$ cat src/rtl/bp_dram_burst_arbiter.sv
// Round-robin arbiter that expands per-requester burst commands into per-word DRAM commands.
// Define BP_DRAM_ARB_STALL_CNT_EN to add stall_cnt_o, a saturating count of back-pressured cycles.
module bp_dram_burst_arbiter #(
    parameter int num_req_p            = 2,
    parameter int channel_addr_width_p = 28,
    parameter int data_width_p         = 64,
    parameter int max_burst_len_p      = 8,
    parameter int rd_track_els_p       = 16,
    localparam int byte_w              = data_width_p / 8,
    localparam int lg_bl               = $clog2(max_burst_len_p),
    localparam int id_w                = $clog2(num_req_p),
    localparam int trk_w               = $clog2(rd_track_els_p)
) (
    input  logic                                            clk_i,
    input  logic                                            reset_n_i,
    input  logic [num_req_p-1:0]                            req_v_i,
    input  logic [num_req_p-1:0]                            req_w_i,
    input  logic [num_req_p-1:0][channel_addr_width_p-1:0]  req_addr_i,
    input  logic [num_req_p-1:0][lg_bl-1:0]                 req_len_i,
    output logic [num_req_p-1:0]                            req_yumi_o,
    input  logic [num_req_p-1:0][data_width_p-1:0]          req_data_i,
    input  logic [num_req_p-1:0][byte_w-1:0]                req_mask_i,
    input  logic [num_req_p-1:0]                            req_data_v_i,
    output logic [num_req_p-1:0]                            req_data_yumi_o,
    output logic [data_width_p-1:0]                         resp_data_o,
    output logic [num_req_p-1:0]                            resp_v_o,
    input  logic [num_req_p-1:0]                            resp_ready_i,
    output logic [channel_addr_width_p-1:0]                 dram_ch_addr_o,
    output logic                                            dram_write_not_read_o,
    output logic                                            dram_v_o,
    input  logic                                            dram_yumi_i,
    output logic [data_width_p-1:0]                         dram_data_o,
    output logic [byte_w-1:0]                               dram_mask_o,
    output logic                                            dram_data_v_o,
    input  logic                                            dram_data_yumi_i,
    input  logic [data_width_p-1:0]                         dram_data_i,
    input  logic                                            dram_data_v_i,
`ifdef BP_DRAM_ARB_STALL_CNT_EN
    output logic [31:0]                                     stall_cnt_o,
`endif
    output logic                                            dram_data_ready_o
);

    typedef enum logic [1:0] {IDLE, RD, WR} state_e;
    typedef logic [channel_addr_width_p-1:0] addr_t;

    state_e            state_r, state_n;
    logic [id_w-1:0]   rr_r, gnt_r, sel, arb_idx;
    logic [id_w:0]     arb_sum;
    logic              sel_v, grant, burst_end;
    addr_t             base_r;
    logic [lg_bl-1:0]  len_r;
    logic [lg_bl:0]    len_x, cnt_a_r, cnt_d_r;
    logic              cmd_fire, data_fire, a_done, d_done, a_fin, d_fin;

    logic [id_w-1:0]   trk_mem [rd_track_els_p];
    logic [trk_w-1:0]  trk_wp_r, trk_rp_r;
    logic [trk_w:0]    trk_cnt_r, trk_free;
    logic              trk_push, trk_pop, trk_empty;
    logic [id_w-1:0]   owner;

    assign len_x     = {1'b0, len_r};
    assign a_done    = cnt_a_r > len_x;
    assign d_done    = cnt_d_r > len_x;
    assign cmd_fire  = dram_v_o & dram_yumi_i;
    assign data_fire = dram_data_v_o & dram_data_yumi_i;
    assign a_fin     = a_done | (cmd_fire & (cnt_a_r == len_x));
    assign d_fin     = d_done | (data_fire & (cnt_d_r == len_x));
    assign trk_free  = (trk_w+1)'(rd_track_els_p) - trk_cnt_r;

    // Round-robin search from rr_r; a read only qualifies if every beat fits in the tracker.
    always_comb begin
        sel     = '0;
        sel_v   = 1'b0;
        arb_sum = '0;
        arb_idx = '0;
        for (int k = 0; k < num_req_p; k++) begin
            arb_sum = {1'b0, rr_r} + (id_w+1)'(k);
            if (arb_sum >= (id_w+1)'(num_req_p))
                arb_sum = arb_sum - (id_w+1)'(num_req_p);
            arb_idx = arb_sum[id_w-1:0];
            if (!sel_v && req_v_i[arb_idx] &&
                (req_w_i[arb_idx] || (32'(req_len_i[arb_idx]) < 32'(trk_free)))) begin
                sel_v = 1'b1;
                sel   = arb_idx;
            end
        end
    end

    // Gated by reset so the combinational grant stays low while held in reset.
    assign grant     = (state_r == IDLE) & sel_v & reset_n_i;
    assign burst_end = (state_r != IDLE) & (state_n == IDLE);

    always_ff @(posedge clk_i or negedge reset_n_i) begin
        if (!reset_n_i) state_r <= IDLE;
        else            state_r <= state_n;
    end

    always_comb begin
        state_n = state_r;
        case (state_r)
            IDLE:    if (grant) state_n = req_w_i[sel] ? WR : RD;
            RD:      if (cmd_fire && (cnt_a_r == len_x)) state_n = IDLE;
            WR:      if (a_fin && d_fin) state_n = IDLE;
            default: state_n = IDLE;
        endcase
    end

    always_comb begin
        req_yumi_o            = '0;
        req_data_yumi_o       = '0;
        dram_v_o              = 1'b0;
        dram_write_not_read_o = 1'b0;
        dram_data_v_o         = 1'b0;
        if (grant) req_yumi_o[sel] = 1'b1;
        case (state_r)
            RD: dram_v_o = 1'b1;
            WR: begin
                dram_write_not_read_o  = 1'b1;
                dram_v_o               = !a_done;
                dram_data_v_o          = !d_done && req_data_v_i[gnt_r];
                req_data_yumi_o[gnt_r] = dram_data_v_o && dram_data_yumi_i;
            end
            default: ;
        endcase
    end

    assign dram_ch_addr_o = base_r + addr_t'(cnt_a_r) * addr_t'(byte_w);
    assign dram_data_o    = req_data_i[gnt_r];
    assign dram_mask_o    = req_mask_i[gnt_r];

    always_ff @(posedge clk_i or negedge reset_n_i) begin
        if (!reset_n_i) begin
            rr_r    <= '0;
            gnt_r   <= '0;
            base_r  <= '0;
            len_r   <= '0;
            cnt_a_r <= '0;
            cnt_d_r <= '0;
        end else begin
            if (grant) begin
                gnt_r   <= sel;
                base_r  <= req_addr_i[sel];
                len_r   <= req_len_i[sel];
                cnt_a_r <= '0;
                cnt_d_r <= '0;
            end else begin
                if (cmd_fire)  cnt_a_r <= cnt_a_r + 1'b1;
                if (data_fire) cnt_d_r <= cnt_d_r + 1'b1;
            end
            if (burst_end)
                rr_r <= (gnt_r == id_w'(num_req_p-1)) ? '0 : gnt_r + 1'b1;
        end
    end

    // Read-owner tracker: DRAM returns in issue order, so the head names the owner.
    assign trk_push  = (state_r == RD) & cmd_fire;
    assign trk_empty = (trk_cnt_r == '0);
    assign owner     = trk_mem[trk_rp_r];
    assign trk_pop   = dram_data_v_i & dram_data_ready_o;

    always_ff @(posedge clk_i) begin
        if (trk_push) trk_mem[trk_wp_r] <= gnt_r;
    end

    always_ff @(posedge clk_i or negedge reset_n_i) begin
        if (!reset_n_i) begin
            trk_wp_r  <= '0;
            trk_rp_r  <= '0;
            trk_cnt_r <= '0;
        end else begin
            if (trk_push) trk_wp_r <= trk_wp_r + 1'b1;
            if (trk_pop)  trk_rp_r <= trk_rp_r + 1'b1;
            case ({trk_push, trk_pop})
                2'b10:   trk_cnt_r <= trk_cnt_r + 1'b1;
                2'b01:   trk_cnt_r <= trk_cnt_r - 1'b1;
                default: ;
            endcase
        end
    end

    always_comb begin
        resp_v_o = '0;
        if (dram_data_v_i && !trk_empty) resp_v_o[owner] = 1'b1;
    end

    assign dram_data_ready_o = !trk_empty && resp_ready_i[owner];
    assign resp_data_o       = dram_data_i;

`ifdef BP_DRAM_ARB_STALL_CNT_EN
    logic stall;
    assign stall = (dram_v_o && !dram_yumi_i) || (dram_data_v_o && !dram_data_yumi_i);

    always_ff @(posedge clk_i or negedge reset_n_i) begin
        if (!reset_n_i)                          stall_cnt_o <= '0;
        else if (stall && (stall_cnt_o != '1))   stall_cnt_o <= stall_cnt_o + 1'b1;
    end
`endif

endmodule

$ cat config.mk
export PLATFORM = sky130hd
export DESIGN_NAME = bp_dram_burst_arbiter
export DESIGN_NICKNAME = d
export VERILOG_FILES = /design/src/rtl/bp_dram_burst_arbiter.sv
export SDC_FILE = /design/constraint.sdc
export NUM_CORES = 1
export LEC_CHECK = 0
export ABC_CLOCK_PERIOD_IN_PS = 3100
export CAP_MARGIN = 20
export CORE_AREA = 5 5 174 176
export DETAILED_ROUTE_END_ITERATION = 6
export DIE_AREA = 0 0 179 181
export PLACE_DENSITY_LB_ADDON = 0.12
export SYNTH_ARGS = -nofsm -noshare
export SYNTH_HDL_FRONTEND = slang
export SYNTH_SLANG_ARGS = --single-unit
$ cat constraint.sdc
create_clock -name clk_i -period 3.1 [get_ports clk_i]
set_clock_uncertainty 0.15 [all_clocks]
set_input_delay 0.62 -clock clk_i [delete_from_list [all_inputs] [get_ports clk_i]]
set_output_delay 0.62 -clock clk_i [all_outputs]
set_load 0.05 [all_outputs]
# After elaboration in Yosys (flattened, before gate mapping)
# Memory sizes are Yosys's and may differ from the RTL's.
# Index checks and enable logic that the tools add are counted.
# W data, S select, Z words.
[classes]
add_sub_neg = 12
multipliers = 0
div_mod_pow = 0
magnitude_cmp = 14
n_eq_ne = 6
shifts = 0
n_mux = 57
bitwise_logic = 12
reduce_logical = 25
[ops]
columns = ["cell", "count"]
rows = [
  ["$mux W64", 2],
  ["$mux W28", 2],
  ["$add A28 B7 Y28", 1],
  ["$mux W1", 28],
  ["$mux W3", 6],
  ["$add A4 B1 Y4 const B", 4],
  ["$mux W4", 4],
  ["$mux W8", 2],
  ["$mux W2", 7],
  ["$logic_and A1 B1 Y1", 12],
  ["$lt A1 B2 Y1 const B", 5],
  ["$lt A3 B5 Y1", 2],
  ["$pmux W5 S2", 1],
  ["$and A1 B1 Y1", 9],
  ["$eq A4 B3 Y1", 2],
  ["$gt A4 B3 Y1", 2],
  ["$reduce_bool A2 Y1", 4],
  ["$pmux W2 S3", 1],
  ["$add A5 B1 Y5 const B", 1],
  ["$logic_not A5 Y1", 1],
  ["$sub A5 B1 Y5 const B", 1],
  ["$sub A5 B5 Y5 const A", 1],
  ["$eq A2 B1 Y1 const B", 2],
  ["$eq A2 B2 Y1 const B", 2],
  ["13 further kinds", 24],
]
[totals]
regBits = 56
latchBits = 0
ram_bits = 16
romBits = 0
in_bits = 283
word_cells = 137
memories = 1
[memory_table]
columns = ["memory", "depth", "width", "read_ports", "rd_clocked_by_memory_dff", "wr", "line_no", "text"]
rows = [
  ["trk_mem", 16, 1, 1, 0, 1, "56", "logic [id_w-1:0] trk_mem [rd_track_els_p];"],
]

# Depth between registers and ports, before layout
[logic_depth]
word_depth = 19
depth_mapped = 15
depth_no_buf = 15

# Least setup slack after synthesis
# No wires, ideal clock.
[synth_timing]
kind = "register to output"
from = "register rr_r"
to = "output req_yumi_o[0]"
arrival_ns = 2.902
slack_ns = -0.572
stages_incl_launch_ff = 12
n_path_buf = 2
cell_sequence = "dfrtp_1 > buf_6 > clkbuf_1 > mux2_2 > ha_1 > nor2_1 > a31oi_1 > maj3_1 > nand3_2 > a211oi_1 > a21oi_1 > nor2_1"
[synth_via]
elab_chain_len = 17
elab_cells_between_ends = 39
classes_between = "add/sub (3); order compare (6); mux (21); bitwise (2); reduce/logical (7)"
[synth_rtl]
columns = ["element", "line_no", "text"]
rows = [
  ["from (decl)", "48", "logic [id_w-1:0] rr_r, gnt_r, sel, arb_idx;"],
  ["from (signal assigned)", "152", "rr_r <= (gnt_r == id_w'(num_req_p-1)) ? '0 : gnt_r + 1'b1;"],
  ["$ge A1 B2 Y1 or $sub A1 B1 Y1 (tied branches)", "79, 80", ""],
  ["$mux W1", "79", "if (arb_sum >= (id_w+1)'(num_req_p))"],
  ["$mux W3 (not written as such) (2 in series)", "83", "(req_w_i[arb_idx] || (32'(req_len_i[arb_idx]) < 32'(trk_free)))) begin"],
  ["$lt A3 B5 Y1", "83", ""],
  ["$logic_or A1 B1 Y1", "83", ""],
  ["$logic_and A1 B1 Y1", "82", "if (!sel_v && req_v_i[arb_idx] &&"],
  ["$mux W1", "82", ""],
  ["$logic_not A1 Y1", "82", ""],
  ["$logic_and A1 B1 Y1 (2 in series)", "82", ""],
  ["$mux W1", "82", ""],
  ["$lt A1 B2 Y1 (not written as such) or $ge A1 B1 Y1 (tied branches)", "115", "if (grant) req_yumi_o[sel] = 1'b1;"],
  ["$logic_and A1 B1 Y1 (not written as such)", "115", ""],
  ["$mux W1 (not written as such)", "115", ""],
  ["$demux W1 S1", "115", ""],
  ["$mux W2 *", "115", ""],
  ["to (decl)", "20", "output logic [num_req_p-1:0] req_yumi_o,"],
]
# Every way passes the cells marked *; elsewhere a longest branch is shown, timed or not. The select of a mux whose other input is x is not followed.

# Final worst setup path
# Ends and elaborated chain as after synthesis.

==> results.py <==
metrics = {
    "die": {
        "dieArea_um2": 32400,
        "io_pins": 457,
        "start_util": 0.2208,
        "std_cell_rows": 62,
        "die_y_um": 181,
        "dieWidth_um": 179,
        "core_area_um2": 28470,
    },
    "placement": {
        "port_buffers": 328,
        "pre_cts_slack_ns": -0.5292,
        "dp_hpwl_um": 27500,
        "gp_congestion": 0.7874,
    },
    "timing": {
        "grt_setup_unrepaired": "true",
        "slew_headroom": 0.4429,
        "period_share": 1.075,
        "tightest_slew_ns": 0.8348,
        "maxClockFrequency_mhz": 300.0,
        "hold_viol_final": 0,
        "slew_violations": 0,
        "finalSetupTns_ns": -2.686,
        "layout_setup_ws_ns": -0.2333,
        "final.min_clock_period_ns": 3.333,
        "setup-violations-final": 19,
    },
    "cts": {
        "clockBufferDepth": 2,
        "clockRootBuffer": "clkbuf_16",
        "cts.sinks": 72,
        "cts_made_buffers": 9,
        "hold_buffers": 0,
        "clock_latency_ns": 0.34,
        "h-tree-depth": 3,
        "cts_tree": "built",
        "path_clk_slew_ns": 0.06,
    },
    "min_path": {
        "hp-class": "in -> async",
    },
    "yosys": {
        "synthFlopType": "dfrtp_1",
        "synth_edf_count": 16,
        "yosysSeqAreaShare": 0.2994,
        "ys_types": 57,
        "yosysWarnings": 0,
        "synthesis.nets": 986,
        "synth.avg_cell_area_um2": 9.354,
        "synth-async-reset-ratio": 0.7778,
        "synth_area_um2": 6286,
        "synthCells": 672,
        "ys_ff_latch": 72,
    },
    "grt": {
        "grt_overflow": 0,
        "grt_pass1_wl_um": 46500,
        "globalRouteTotalUtil": 0.1962,
        "grt_use_met2": 0.3249,
        "grt_max_degree": 93,
        "antenna_found_initial": 0,
        "groute.layer.met3.usage": 0.08215,
        "busiest_layer": "met2",
        "first_global_vias": 6600,
        "gr-usage-met1": 0.2369,
    },
    "route": {
        "drt-pass1-iter-count": 4,
        "vias": 6370,
        "wl_per_cell_um": 23.87,
        "antenna_left": 0,
        "wirelength_um": 33130,
        "routed_via_density": 4.589,
        "initialDrtViolationCount": 337,
        "drc": 0,
    },
    "worst_setup_path": {
        "r2r_slack_ns": -0.20,
        "path_depth": 8,
        "path_class": "reg -> out",
        "r2r_start": "trk_rp_r[0]",
        "crit_buf_inv": 2,
        "path_cells": "buf_4, mux2_1, a221o_1, o2111a_1, a211oi_4, a21oi_2, nor2_4, buf_12",
        "slowest_delay_ns": 0.42,
        "cpMaxStageDelayCell": "dfrtp_1",
        "cp-end-kind": "output port",
        "r2r_cells": 13,
        "r2r-end": "trk_cnt_r[4]",
        "path_delay_family": "compound AO/OA/AOI/OAI gates",
        "start_kind": "flop",
        "setup.worst_path.start": "rr_r",
        "arrival_ns": 2.56,
        "required_ns": 2.33,
        "crit_fanout": 13,
    },
    "flow_run": {
        "max-cap-violations": 0,
    },
    "finish": {
        "syn2layout_area_growth_pct": 80.75,
        "nNetsFinal": 1313,
        "final_util": 0.3991,
        "diodes": 0,
        "drive_gt1_frac": 0.3894,
    },
    "outcome": {
        "violations": "setup timing",
        "outcome": "finished, violations left",
    },
    "pwr": {
        "power.density_nw_per_um2": 890.8,
        "p_leak_uw": 0.004829,
        "ir_worst_vdd_mv": 0.3948,
    },
}
sequential cells by signal, summed over array words and instances, names as in the netlist:
name,cells
gnt_r,1
trk_rp_r,4
trk_wp_r,4
base_r,28
cnt_d_r,4
trk_cnt_r,5
state_r,2
len_r,3
cnt_a_r,4
trk_mem,16
rr_r,1
stage by stage:
stage | cells | hold slack, ns | cell area [um2] | total power (uW)
floorplan | 672 | 0.1744 | 6416 | 6002
global placement | 1350 | 0.3249 | 10240 | 8578
detailed placement | 1350 | 0.3258 | 10240 | 8572
CTS | 1376 | 0.1849 | 10930 | 9979
global route | 1388 | 0.2006 | 11360 | 10740
finish | 1388 | 0.1858 | 11360 | 10120
layer usage:
| metal | vias up | part of all wire |
|---|---|---|
| met2 | 250 | 0.49 |
| met5 | - | 0.0033 |
| met3 | 18 | 0.11 |
| li1 | 3011 | - |
| met4 | 2 | 0.0091 |
| met1 | 3089 | 0.39 |
cell usage after synthesis, types with 3 or more instances:
| library cell | number | area [um2] |
|---|---|---|
| a21o_1 | 3 | 22.52 |
| a21oi_1 | 11 | 55.05 |
| a221oi_1 | 31 | 271.5 |
| a22oi_1 | 31 | 232.7 |
| and2_1 | 15 | 93.84 |
| and3_1 | 12 | 75.07 |
| buf_1 | 5 | 18.77 |
| buf_2 | 7 | 35.03 |
| buf_4 | 67 | 503.0 |
| clkbuf_1 | 22 | 82.58 |
| dfrtp_1 | 56 | 1401 |
| edfxtp_1 | 16 | 480.5 |
| ha_1 | 29 | 362.9 |
| inv_1 | 22 | 82.58 |
| mux2_2 | 76 | 855.8 |
| mux2i_1 | 7 | 70.07 |
| mux4_1 | 4 | 105.1 |
| nand2_1 | 48 | 180.2 |
| nand2b_1 | 5 | 31.28 |
| nand3_1 | 42 | 210.2 |
| nand4_1 | 5 | 31.28 |
| nor2_1 | 59 | 221.5 |
| nor2b_1 | 4 | 25.02 |
| nor3_1 | 5 | 25.02 |
| nor3b_1 | 4 | 30.03 |
| o21ai_0 | 9 | 45.04 |
| o21bai_1 | 3 | 22.52 |
| xnor2_1 | 32 | 280.3 |
| xor2_1 | 9 | 78.83 |
cell families (layout without fill, tap and decap cells):
| logic type | Yosys count | after routing | synth area share |
|---|---|---|---|
| and+or+nand+nor | 207 | 207 | 0.1580 |
| buffers and inverters | 125 | 457 | 0.1184 |
| AOI/OAI and AO/OA | 105 | 105 | 0.1296 |
| muxes | 90 | 90 | 0.1718 |
| DFF | 72 | 72 | 0.2994 |
| xor gates and xnor gates | 41 | 41 | 0.05713 |
| adders and majority gates | 32 | 32 | 0.06569 |
what timing repair did:
item	4_1_cts	5_1_grt
pin swaps	22	31
endpoints found under the setup margin	53	60
resized for setup	74	55
hold endpoints to repair	0	0
setup buffers	12	16
how the worst max path moves through the flow:
stage,to,slack (ns)
floorplan,trk_cnt_r[4],-0.13
global placement,req_yumi_o[0],-0.51
detailed placement,req_yumi_o[0],-0.53
CTS,dram_ch_addr_o[25],-0.25
global route,trk_cnt_r[4],-0.36
finish,req_yumi_o[0],-0.23
final cells by class:
class | instances | area, um2
fill | 2856 | 17110
multi-input combinational | 475 | 4413
timing repair buffer | 419 | 4217
sequential | 72 | 1887
tap | 384 | 480.5
clock buffer | 11 | 232.7
inverter | 22 | 85.08
clock inverter | 5 | 47.55
report_power, final:
part / switching, uW / total [uW] / internal [uW]
Sequential: 486 / 1810 / 1330
Combinational: 4050 / 7280 / 3230
Clock: 416 / 1030 / 616
Total: 4950 / 10100 / 5170
placed cells by master, fill, tap and decap left out, drive strengths merged, types with 2 or more instances in the layout:
master	instances
clkbuf	12
nor3b	4
o21ai	10
a22oi	31
fa	2
xor2	9
a221o	2
and3	12
clkdlybuf4s50	219
and3b	2
mux2	78
a211oi	2
dfrtp	56
o21bai	3
clkinv	4
inv	22
and2	15
nor2b	4
buf	197
a21oi	11
a21o	3
xnor2	32
nor2	60
nand2b	5
edfxtp	16
nand4	5
mux2i	7
nor3	5
a2111oi	2
ha	29
nand2	48
a41oi	2
a221oi	31
nand3	43
mux4	5
Note: power is estimated with default switching activity, not from simulation.
